$ cat src/rtl/key_event_arb.sv
// Multi-key front-panel controller: synchronizes and debounces KEY_NUM active-low
// keys, queues one pending event per key and serves them round-robin on a valid/ready stream.
module key_event_arb #(
  parameter int KEY_NUM    = 4,
  parameter int CLK_FRE    = 50,
  parameter int SCAN_CYC   = CLK_FRE * 1000,
  parameter int STABLE_CNT = 20
) (
  input  logic                       clk,
  input  logic                       rst,
  input  logic [KEY_NUM-1:0]         key_in,
  output logic [KEY_NUM-1:0]         key_state,
  output logic                       evt_valid,
  input  logic                       evt_ready,
  output logic [$clog2(KEY_NUM)-1:0] evt_id,
  output logic                       evt_drop
);

  localparam int IW = $clog2(KEY_NUM);
  localparam int TW = (SCAN_CYC > 1) ? $clog2(SCAN_CYC) : 1;
  localparam int DW = $clog2(STABLE_CNT);

  localparam logic [TW-1:0] TICK_LAST  = TW'(SCAN_CYC - 1);
  localparam logic [DW-1:0] DEB_LAST   = DW'(STABLE_CNT - 1);
  localparam logic [IW-1:0] GRANT_INIT = IW'(KEY_NUM - 1);

  logic [KEY_NUM-1:0] sync1_q, sync2_q;
  logic [KEY_NUM-1:0] p;

  logic [TW-1:0]      tick_cnt_q, tick_cnt_d;
  logic               tick;

  logic [DW-1:0]      deb_cnt_q [KEY_NUM];
  logic [DW-1:0]      deb_cnt_d [KEY_NUM];
  logic [KEY_NUM-1:0] key_state_q, key_state_d;
  logic [KEY_NUM-1:0] key_prev_q;

  logic [KEY_NUM-1:0] press;
  logic [KEY_NUM-1:0] pending_q, pending_d;
  logic [KEY_NUM-1:0] grant_mask;
  logic [KEY_NUM-1:0] drop_vec;
  logic [IW-1:0]      last_grant_q, last_grant_d;
  logic [IW-1:0]      grant_idx;
  logic               grant_found;
  logic               slot_free;

  logic               evt_valid_q, evt_valid_d;
  logic [IW-1:0]      evt_id_q, evt_id_d;
  logic               evt_drop_q;

  // Raw pins are active-low; everything downstream works in "1 = pressed".
  assign p         = ~sync2_q;
  assign press     = key_state_q & ~key_prev_q;
  assign slot_free = ~evt_valid_q | evt_ready;

  always_comb begin
    tick       = (tick_cnt_q == TICK_LAST);
    tick_cnt_d = tick ? '0 : tick_cnt_q + 1'b1;
  end

  // NOTE: every variable gets a default at the top of a combinational block so
  // that no path leaves it unassigned, which would otherwise infer a latch.
  always_comb begin
    key_state_d = key_state_q;
    for (int i = 0; i < KEY_NUM; i++) begin
      deb_cnt_d[i] = deb_cnt_q[i];
      if (tick) begin
        if (p[i] == key_state_q[i]) begin
          deb_cnt_d[i] = '0;
        end else if (deb_cnt_q[i] == DEB_LAST) begin
          key_state_d[i] = ~key_state_q[i];
          deb_cnt_d[i]   = '0;
        end else begin
          deb_cnt_d[i] = deb_cnt_q[i] + 1'b1;
        end
      end
    end
  end

  always_comb begin
    logic [IW-1:0] cand;
    cand        = '0;
    grant_found = 1'b0;
    grant_idx   = '0;
    // Rotating search starting just after the last key served.
    for (int k = 1; k <= KEY_NUM; k++) begin
      cand = IW'((int'(last_grant_q) + k) % KEY_NUM);
      if (slot_free && pending_q[cand] && !grant_found) begin
        grant_found = 1'b1;
        grant_idx   = cand;
      end
    end

    grant_mask = '0;
    if (grant_found) grant_mask[grant_idx] = 1'b1;

    // A new press on the key being granted this cycle re-arms it instead of dropping.
    drop_vec  = press & pending_q & ~grant_mask;
    pending_d = (pending_q & ~grant_mask) | press;

    evt_valid_d  = evt_valid_q;
    evt_id_d     = evt_id_q;
    last_grant_d = last_grant_q;
    if (slot_free) begin
      evt_valid_d = grant_found;
      if (grant_found) begin
        evt_id_d     = grant_idx;
        last_grant_d = grant_idx;
      end
    end
  end

  // NOTE: state registers use non-blocking assignments so all flops update
  // together from the values present before the edge.
  always_ff @(posedge clk) begin
    if (rst) begin
      sync1_q      <= '1;
      sync2_q      <= '1;
      tick_cnt_q   <= '0;
      key_state_q  <= '0;
      key_prev_q   <= '0;
      pending_q    <= '0;
      last_grant_q <= GRANT_INIT;
      evt_valid_q  <= 1'b0;
      evt_id_q     <= '0;
      evt_drop_q   <= 1'b0;
      for (int i = 0; i < KEY_NUM; i++) deb_cnt_q[i] <= '0;
    end else begin
      sync1_q      <= key_in;
      sync2_q      <= sync1_q;
      tick_cnt_q   <= tick_cnt_d;
      key_state_q  <= key_state_d;
      key_prev_q   <= key_state_q;
      pending_q    <= pending_d;
      last_grant_q <= last_grant_d;
      evt_valid_q  <= evt_valid_d;
      evt_id_q     <= evt_id_d;
      evt_drop_q   <= |drop_vec;
      for (int i = 0; i < KEY_NUM; i++) deb_cnt_q[i] <= deb_cnt_d[i];
    end
  end

  assign key_state = key_state_q;
  assign evt_valid = evt_valid_q;
  assign evt_id    = evt_id_q;
  assign evt_drop  = evt_drop_q;

endmodule

$ cat config.mk
export PLATFORM = sky130hd
export DESIGN_NAME = key_event_arb
export DESIGN_NICKNAME = d
export VERILOG_FILES = /design/src/rtl/key_event_arb.sv
export SDC_FILE = /design/constraint.sdc
export NUM_CORES = 1
export LEC_CHECK = 0
export BUFFER_PORTS_ARGS = -buffer_cell sky130_fd_sc_hd__buf_2
export CAP_MARGIN = 20
export CORE_ASPECT_RATIO = 0.75
export CORE_UTILIZATION = 45
export CTS_BUF_LIST = sky130_fd_sc_hd__clkbuf_8
export DETAILED_ROUTE_END_ITERATION = 7
export PLACE_DENSITY = 0.64
export RECOVER_POWER = 100
export SYNTH_ARGS = -nofsm -noshare
export SYNTH_HDL_FRONTEND = slang
export SYNTH_SLANG_ARGS = --single-unit
$ cat constraint.sdc
create_clock -name clk -period 2.6 [get_ports clk]
set_input_delay 0.39 -clock clk [delete_from_list [all_inputs] [get_ports clk]]
set_output_delay 0.39 -clock clk [all_outputs]
set_load 0.02 [all_outputs]
==> metrics <==
DR iter-0 viols=120; CTS root buf=clkbuf_8; most frequent cell after synthesis=dfxtp_1; ant diodes=0; crit path max fanout=7; Routed WL=about 5 mm; register area share after synthesis=a little under half; CTS tree=built; synthesis-stage register bit count=between 60 and 70; Cell Area, Synth=~2700 um^2; clock slew at reported path FFs=0.07 ns; Top FF cell, synth=dfxtp_1; Power per Cell Area=613 nW/um^2; worst slew pin tran=roughly 1.2 ns; YS warnings=0; synth cell count leaders=62 x dfxtp_1, 27 x nand2_1, 18 x o21ai_0, 16 x a21oi_1, 16 x nor2_1; met1 GRT Util=a little under a quarter; clk sink count=62; pin count of the biggest net entering global routing=31; setup repair bufs after CTS=0; Routed Antenna Nets=0; first-pass GRT wire length=around 8.6 mm; Max clock buf depth=2; placed cell areas=2850 um^2; Worst-Skew Late Latency=about 0.33 ns; nature of the critical path endpoint=flop; leakage=1.11 nW; max-slew violation count=0; Max Cap Viol=0; setup tns final=0 ns; placement row count=23; nature of the critical path startpoint=flop; Final Hold Violating Endpoints=0; ranking of synthesized cells by area=dfxtp_1 46%, nand2_1 3.8%, xor2_1 3.6%; Reg2Reg Depth=5; Max Clk Rate=between 0.4 and 0.5 GHz; Most Used Layer, Global Route=met2; total track usage=between 10% and 20%; top cell type's share of synthesized area=46.3%; Post-Syn Area per Cell=about 9.1 um^2; final weighted congestion in routability-driven placement=about 0.81; hold path depth=2; FFs w/ async S/R, synth=0%; port bufs=14; post-DP HPWL=3.44 mm; Die ar.=~6300 um^2; Vias/cell=approximately 5.3; Max-slew headroom=19.0%; # H-tree levels=3; placed insts=around 380; status=completed; core area=about 5500 um^2; hold buffer count at CTS=0; Fin Hold WS=~0.23 ns; critical path type=reg -> reg; RSZ-0062 raised after global routing=no; final instance area=~3000 um^2; met3 Usage GRT=under 10%; met2 Use GR=between 20% and 30%; initial antenna violation count=0; Hold Path Class=in -> reg; Final Worst Setup Slack=0.229 ns; Tmin final=approximately 2.4 ns; period utilization=between 90 and 100%; DRC errors left=0; chip width=just over 90 um; Place WS=roughly 0.31 ns; Num CTS Buffers=9; nets=327; Syn Inst Count=293; IO Count=15; filler cell count in the final layout=about 530; vias in the first global route=1858; Mapped Nets=around 310; Core Util, Final=between 50% and 60%; Crit path arrival time=between 2 and 3 ns; Worst Skew=around 0.0055 ns; initial core utilization=between 40% and 50%; share of layout cells above drive strength 1=around 11%; Tot Pwr=about 1.8 mW; Distinct cells, synth=45; WL/cell=between 10 and 15 um; Die Y=68.8 um; area added between synthesis and finish=12.2%; maximum vdd drop=approximately 0.46 mV; vias=2104; Post-synth EDFFs=0; final setup fails=0; Resized Gates After CTS=0; DRT Pass-1 Iters=4; Yosys top cell by area=dfxtp_1; non-filler cells, final=a little under 400; critical path data required time=~2.9 ns; GRT overflow=0
==> critical path: stages, from the launching register on <==
cell     delay [ns]
dfxtp_1        0.37
or4b_1         0.58
or4_4          0.61
or3_1          0.47
nor3b_2        0.20
a21o_1         0.09
==> per-layer routing <==
layer | routed length, um | up-vias
met4 | 46 | 0
met5 | 0 | -
met2 | 2060 | 37
met1 | 2750 | 977
li1 | - | 1085
met3 | 221 | 5
==> worst paths after layout <==
| kind | startpoint | slack [ns] | endpoint |
|---|---|---|---|
| min | key_in[3] | 0.23 | sync1_q[3] |
| min reg2reg | sync1_q[1] | 0.41 | sync2_q[1] |
| max reg2reg | tick_cnt_q[11] | 0.23 | deb_cnt_q[3][2] |
| max | tick_cnt_q[11] | 0.23 | deb_cnt_q[3][2] |
==> cells in the final DEF, fill, tap and decap left out, types with 5 or more instances in the layout <==
| cell type | netlist | layout |
|---|---|---|
| clkbuf_8 | 0 | 11 |
| a21o_1 | 5 | 5 |
| a21oi_1 | 16 | 16 |
| nand2b_1 | 11 | 11 |
| o31ai_1 | 7 | 7 |
| o21ai_0 | 18 | 18 |
| nor3_1 | 5 | 5 |
| ha_1 | 5 | 5 |
| xnor2_1 | 8 | 8 |
| nor2b_1 | 9 | 9 |
| nor2_1 | 16 | 16 |
| dfxtp_1 | 62 | 62 |
| inv_1 | 8 | 10 |
| clkbuf_1 | 7 | 11 |
| or2_2 | 11 | 11 |
| xor2_1 | 11 | 11 |
| and3_1 | 8 | 8 |
| nand3_1 | 8 | 8 |
| buf_2 | 0 | 6 |
| nand2_1 | 27 | 27 |
==> power by group <==
group          switching (mW)  internal, mW  total (mW)
combinational          0.0232        0.0149      0.0381
clock                   0.354         0.486       0.840
sequential            0.00548         0.959       0.965
==> sequential cells by signal, indices dropped and copies added (netlist names) <==
signal,count
sync1_q,4
evt_id,2
deb_cnt_q,20
key_prev_q,4
pending_q,4
sync2_q,4
tick_cnt_q,16
evt_drop,1
key_state,4
evt_valid,1
last_grant_q,2
==> cell type report <==
class	count	area [um^2]	area share, %
Timing Repair Buffer	18	76.3	2.54
Tap cell	75	93.8	3.12
Clock inverter	5	50.0	1.67
Clock buffer	11	151	5.04
Inverter	8	30.0	0.999
Multi-Input combinational cell	216	1360	45.3
Sequential cell	62	1240	41.3
==> logic make-up (layout without fill, tap and decap cells) <==
kind of cell	count (synthesis)	count (layout)	synth area share [%]
simple gates	121	121	25.8
xor+xnor	19	19	6.21
compound gates	69	69	16.4
fa+ha+maj	5	5	2.34
buf+inv	15	42	2.10
flops	62	62	46.3
mux	2	2	0.747
No activity file was read; power rests on OpenSTA's default activity.
